==> src/rtl/multicycle_ctrl.sv <==
// Control unit for a multicycle MIPS-subset datapath: a Moore FSM that sequences
// fetch, decode, execute, memory access and write-back, plus the ALU decoder.
module multicycle_ctrl (
    input  logic       clk,
    input  logic       reset,
    input  logic [5:0] op,
    input  logic [5:0] funct,
    input  logic       zero,
    output logic       lord,
    output logic       irwrite,
    output logic       regdst,
    output logic       memtoreg,
    output logic       regwrite,
    output logic       alusrca,
    output logic       memwrite,
    output logic       pcen,
    output logic [1:0] alusrcb,
    output logic [1:0] pcsrc,
    output logic [2:0] alucontrol,
    output logic [3:0] state
);
    typedef enum logic [3:0] {
        FETCH    = 4'd0,
        DECODE   = 4'd1,
        MEMADR   = 4'd2,
        MEMRD    = 4'd3,
        MEMWB    = 4'd4,
        MEMWR    = 4'd5,
        EXECUTE  = 4'd6,
        ALUWB    = 4'd7,
        BRANCH   = 4'd8,
        ADDIEXEC = 4'd9,
        ADDIWB   = 4'd10,
        JUMP     = 4'd11
    } state_t;

    localparam logic [5:0] OP_LW   = 6'b100011;
    localparam logic [5:0] OP_SW   = 6'b101011;
    localparam logic [5:0] OP_RTYPE = 6'b000000;
    localparam logic [5:0] OP_BEQ  = 6'b000100;
    localparam logic [5:0] OP_ADDI = 6'b001000;
    localparam logic [5:0] OP_J    = 6'b000010;

    state_t     state_q;
    state_t     state_d;
    logic [1:0] aluop;
    logic       pcwrite;
    logic       branch;
    logic       valid;
    logic [2:0] alu_dec;

    // NOTE: sequential state uses non-blocking assignments so every flop samples pre-edge values.
    always_ff @(posedge clk or posedge reset) begin
        if (reset) state_q <= FETCH;
        else       state_q <= state_d;
    end

    always_comb begin
        state_d = FETCH;
        case (state_q)
            FETCH:    state_d = DECODE;
            DECODE: begin
                case (op)
                    OP_LW, OP_SW: state_d = MEMADR;
                    OP_RTYPE:     state_d = EXECUTE;
                    OP_BEQ:       state_d = BRANCH;
                    OP_ADDI:      state_d = ADDIEXEC;
                    OP_J:         state_d = JUMP;
                    default:      state_d = FETCH;
                endcase
            end
            MEMADR:   state_d = (op == OP_LW) ? MEMRD : MEMWR;
            MEMRD:    state_d = MEMWB;
            EXECUTE:  state_d = ALUWB;
            ADDIEXEC: state_d = ADDIWB;
            default:  state_d = FETCH;
        endcase
    end

    // NOTE: every output gets a default before the case, so no path leaves one unassigned (no latches).
    always_comb begin
        lord     = 1'b0;
        irwrite  = 1'b0;
        regdst   = 1'b0;
        memtoreg = 1'b0;
        regwrite = 1'b0;
        alusrca  = 1'b0;
        memwrite = 1'b0;
        alusrcb  = 2'b00;
        pcsrc    = 2'b00;
        aluop    = 2'b00;
        pcwrite  = 1'b0;
        branch   = 1'b0;
        valid    = 1'b1;
        case (state_q)
            FETCH: begin
                irwrite = 1'b1;
                alusrcb = 2'b01;
                pcwrite = 1'b1;
            end
            DECODE:   alusrcb = 2'b11;
            MEMADR, ADDIEXEC: begin
                alusrca = 1'b1;
                alusrcb = 2'b10;
            end
            MEMRD:    lord = 1'b1;
            MEMWR: begin
                lord     = 1'b1;
                memwrite = 1'b1;
            end
            MEMWB: begin
                memtoreg = 1'b1;
                regwrite = 1'b1;
            end
            ALUWB: begin
                regdst   = 1'b1;
                regwrite = 1'b1;
            end
            ADDIWB:   regwrite = 1'b1;
            EXECUTE: begin
                alusrca = 1'b1;
                aluop   = 2'b10;
            end
            BRANCH: begin
                alusrca = 1'b1;
                aluop   = 2'b01;
                pcsrc   = 2'b01;
                branch  = 1'b1;
            end
            JUMP: begin
                pcsrc   = 2'b10;
                pcwrite = 1'b1;
            end
            default:  valid = 1'b0;
        endcase
    end

    always_comb begin
        alu_dec = 3'b010;
        case (aluop)
            2'b01:   alu_dec = 3'b110;
            2'b10: begin
                case (funct)
                    6'b100010: alu_dec = 3'b110;
                    6'b100100: alu_dec = 3'b000;
                    6'b100101: alu_dec = 3'b001;
                    6'b101010: alu_dec = 3'b111;
                    default:   alu_dec = 3'b010;
                endcase
            end
            default: alu_dec = 3'b010;
        endcase
    end

    // Unused encodings drive every output to 0, including the ALU code.
    assign alucontrol = valid ? alu_dec : 3'b000;
    assign pcen       = pcwrite | (branch & zero);
    assign state      = state_q;
endmodule
==> config.mk <==
export PLATFORM = sky130hd
export DESIGN_NAME = multicycle_ctrl
export DESIGN_NICKNAME = d
export VERILOG_FILES = /design/src/rtl/multicycle_ctrl.sv
export SDC_FILE = /design/constraint.sdc
export NUM_CORES = 1
export LEC_CHECK = 0
export CORE_ASPECT_RATIO = 1.1
export CORE_UTILIZATION = 35
export DETAILED_ROUTE_END_ITERATION = 8
export GPL_ROUTABILITY_DRIVEN = 0
export PLACE_DENSITY_LB_ADDON = 0.25
export SYNTH_ARGS = -nofsm -noshare
export SYNTH_HDL_FRONTEND = slang
export SYNTH_SLANG_ARGS = --single-unit
==> constraint.sdc <==
create_clock -name clk -period 2.1 [get_ports clk]
set_input_delay 0.315 -clock clk [delete_from_list [all_inputs] [get_ports clk]]
set_output_delay 0.315 -clock clk [all_outputs]
set_load 0.02 [all_outputs]
==> results.py <==
metrics = {
    "run_status": {
        "outcome": "complete, but fails checks",
        "violations": "negative setup slack",
    },
    "yosys": {
        "postSynthCellCount": 76,
        "synth-seq-cells": 4,
        "synth-seq-area-share_pct": 18.1,
        "synth_edf_count": 0,
        "yosys-top-cells-area": "dfrtp_1, ha_1, nor2_1, inv_1, a21oi_1",
        "ys_async_sr_fraction_pct": 100,
        "synth_top_area_share_pct": 18.1,
        "synthTopCellsByCount": "nor2_1, inv_1, a21oi_1, nand2_1",
        "synth.most_common_cell": "nor2_1",
        "yosys_warnings": 0,
        "syn_area_um2": 553,
        "synthDistinctLibCells": 37,
        "synth_ff_type": "dfrtp_1",
        "synthesis.nets": 94,
        "synth_area_leader_cell": "dfrtp_1",
        "avgSynthCellArea_um2": 7.28,
    },
    "clock_tree": {
        "clk_pin_slew_ns": 0.03,
        "clock-sinks": 4,
        "ctsHtreeMaxLevel": 1,
        "root_buffer": "clkbuf_4",
        "cts_buffer_depth": 2,
        "clock_latency_ns": 0.23,
        "cts_tree": "built",
        "numCtsBuffers": 3,
    },
    "route": {
        "antenna_left": 0,
        "post_drt_wl_per_cell_um": 12.4,
        "via_per_inst": 5.30,
        "drt_wl_total_um": 1760,
        "drtIter0Drc": 20,
        "first_pass_iters": 4,
        "num_vias": 753,
        "drc": 0,
    },
    "critical_path": {
        "cp.required_ns": 1.78,
        "cpMostUsedCell": "buf_6",
        "slowest_stage": "or3_4",
        "startpoint_type": "flip-flop",
        "r2r_start": "state[2]",
        "slowest_delay_ns": 0.39,
        "regToRegEndpoint": "state[2]",
        "cp_max_fo": 3,
        "rr_worst_depth": 4,
        "end_kind": "primary output",
        "critPathArrivalTime_ns": 1.81,
        "reg2reg_slack_ns": 0.81,
        "path_class": "flip-flop to primary output",
        "path_cells": "buf_6, nand2b_4, or3_4, buf_6, ha_4, o21ai_2, a32oi_2, buf_4",
    },
    "cells_and_area": {
        "drive_gt1_share_pct": 31.0,
        "final_util_pct": 77.6,
        "n_antenna_cell": 0,
        "nets": 146,
        "fillers": 98,
        "final_area_um2": 1100,
        "largest_register_ffs": 4,
        "areaGrowthSynthToFinish_pct": 99.1,
    },
    "timing": {
        "final.setup_skew_ns": 0.0000859,
        "worst_pin_slew_ns": 0.335,
        "rsz0062_at_grt": "yes",
        "fmax_mhz": 471,
        "slew_headroom_pct": 77.5,
        "fin_crit_sh_pct": 101,
        "setup_slack_ns": -0.0232,
        "finalHoldViolCount": 0,
        "finalSetupViolCount": 3,
        "min_period_ns": 2.12,
        "report.final.slew_viol_count": 0,
    },
    "global_route": {
        "antenna_found_initial": 0,
        "grt-ovfl-total": 0,
        "grt_pass1_vias": 669,
        "grt_start_max_net_pins": 17,
        "grt_pass1_wl_um": 2670,
        "track_usage_pct": 21.7,
    },
    "hold_path": {
        "hp-class": "input port to asynchronous set/reset pin",
    },
    "floorplan": {
        "rows": 14,
        "dieArea_um2": 1740,
        "die_h_um": 43.7,
        "initial_utilization_pct": 39.0,
        "io_pins": 34,
        "coreArea_um2": 1420,
        "die_w_um": 39.9,
    },
    "pwr": {
        "vdd_drop_max_uv": 416,
        "p_leak_uw": 0.000512,
        "power_density_nw_per_um2": 676,
        "power_uw": 745,
    },
    "run": {
        "maxCapViolations": 0,
    },
    "place": {
        "dpl_cell_area_um2": 1000,
        "dp_hpwl_um": 1380,
        "portBuffers": 33,
    },
}
## logic make-up after synthesis
kind of cell / after synthesis / share of synthesized area, %
AO/OA/AOI/OAI: 19 / 24.4
XOR/XNOR: 2 / 3.17
adder cells (fa/ha/maj): 3 / 6.79
buffers and inverters: 12 / 10.9
flip-flops: 4 / 18.1
multiplexers: 1 / 1.81
AND/OR/NAND/NOR: 35 / 34.8
## routing by layer
metal	GRT usage (%)	part of all wire, %
met4	8.28	0
met1	21.8	38
met2	43.5	59
met3	0	3.2
met5	0	0
## metrics by stage
stage | hold WS, ns | worst slack (ns) | TNS [ns] | cells
floorplan | 0.0811 | 0.0299 | 0 | 76
global placement | 0.511 | -0.307 | -0.873 | 136
detailed placement | 0.512 | -0.397 | -1.09 | 136
CTS | 0.269 | -0.0192 | -0.0192 | 142
global route | 0.310 | -0.0948 | -0.274 | 142
finish | 0.268 | -0.0232 | -0.0465 | 142
## worst max-delay path by stage
stage / startpoint / cells past startpoint / endpoint / slack (ns)
after floorplan: state[2] / 6 / alucontrol[1] / 0.03
after global routing: state[3] / 7 / alucontrol[0] / -0.09
after CTS: state[2] / 7 / alucontrol[1] / -0.02
final: state[3] / 8 / alucontrol[1] / -0.02
after detailed placement: state[3] / 7 / alucontrol[1] / -0.40
after global placement: state[3] / 7 / alucontrol[1] / -0.31
## worst max-delay path: cells and delay by family (launching register included)
family                   cells  cell delay [ns]
AND/OR/NAND/NOR              2             0.44
AO/OA/AOI/OAI                2             0.18
flip-flops                   1             0.37
adder cells (fa/ha/maj)      1             0.16
buffers and inverters        3             0.43
## power by group
part / switching (uW) / internal, uW / total [uW]
Combinational: 284 / 262 / 546
Clock: 26.7 / 63.6 / 90.3
Sequential: 13.9 / 94.5 / 108
Total: 325 / 420 / 745
## repair_timing
| item | 4_1_cts | 5_1_grt |
|---|---|---|
| setup endpoints to repair | 8 | 6 |
| pin swaps | 0 | 6 |
| hold buffers | 0 | 0 |
| setup buffers | 3 | 0 |
| resized for setup | 30 | 8 |
## cells in the final DEF (no fill, tap or decap), drive strengths merged, types with 2 or more instances in the layout
cell | netlist | layout
nand3 | 3 | 3
ha | 3 | 3
dlymetal6s2s | 0 | 2
nand2b | 2 | 2
o21ai | 2 | 2
dfrtp | 4 | 4
nor3 | 4 | 4
or3b | 2 | 2
a21oi | 5 | 5
a21o | 2 | 2
clkdlybuf4s50 | 0 | 22
nand2 | 5 | 5
or3 | 2 | 2
nor3b | 2 | 2
inv | 7 | 7
dlygate4sd2 | 0 | 5
nor2 | 8 | 8
clkbuf | 0 | 4
nand4 | 3 | 3
buf | 5 | 22
## cell type report
cell class | count | area [um2] | area share, %
inverter | 7 | 26.3 | 2.39
timing repair buffer | 52 | 470 | 42.7
sequential | 4 | 100 | 9.09
multi-input combinational | 60 | 462 | 41.9
clock buffer | 3 | 22.5 | 2.05
tap | 16 | 20.0 | 1.82
(Power assumes the default switching activity.)
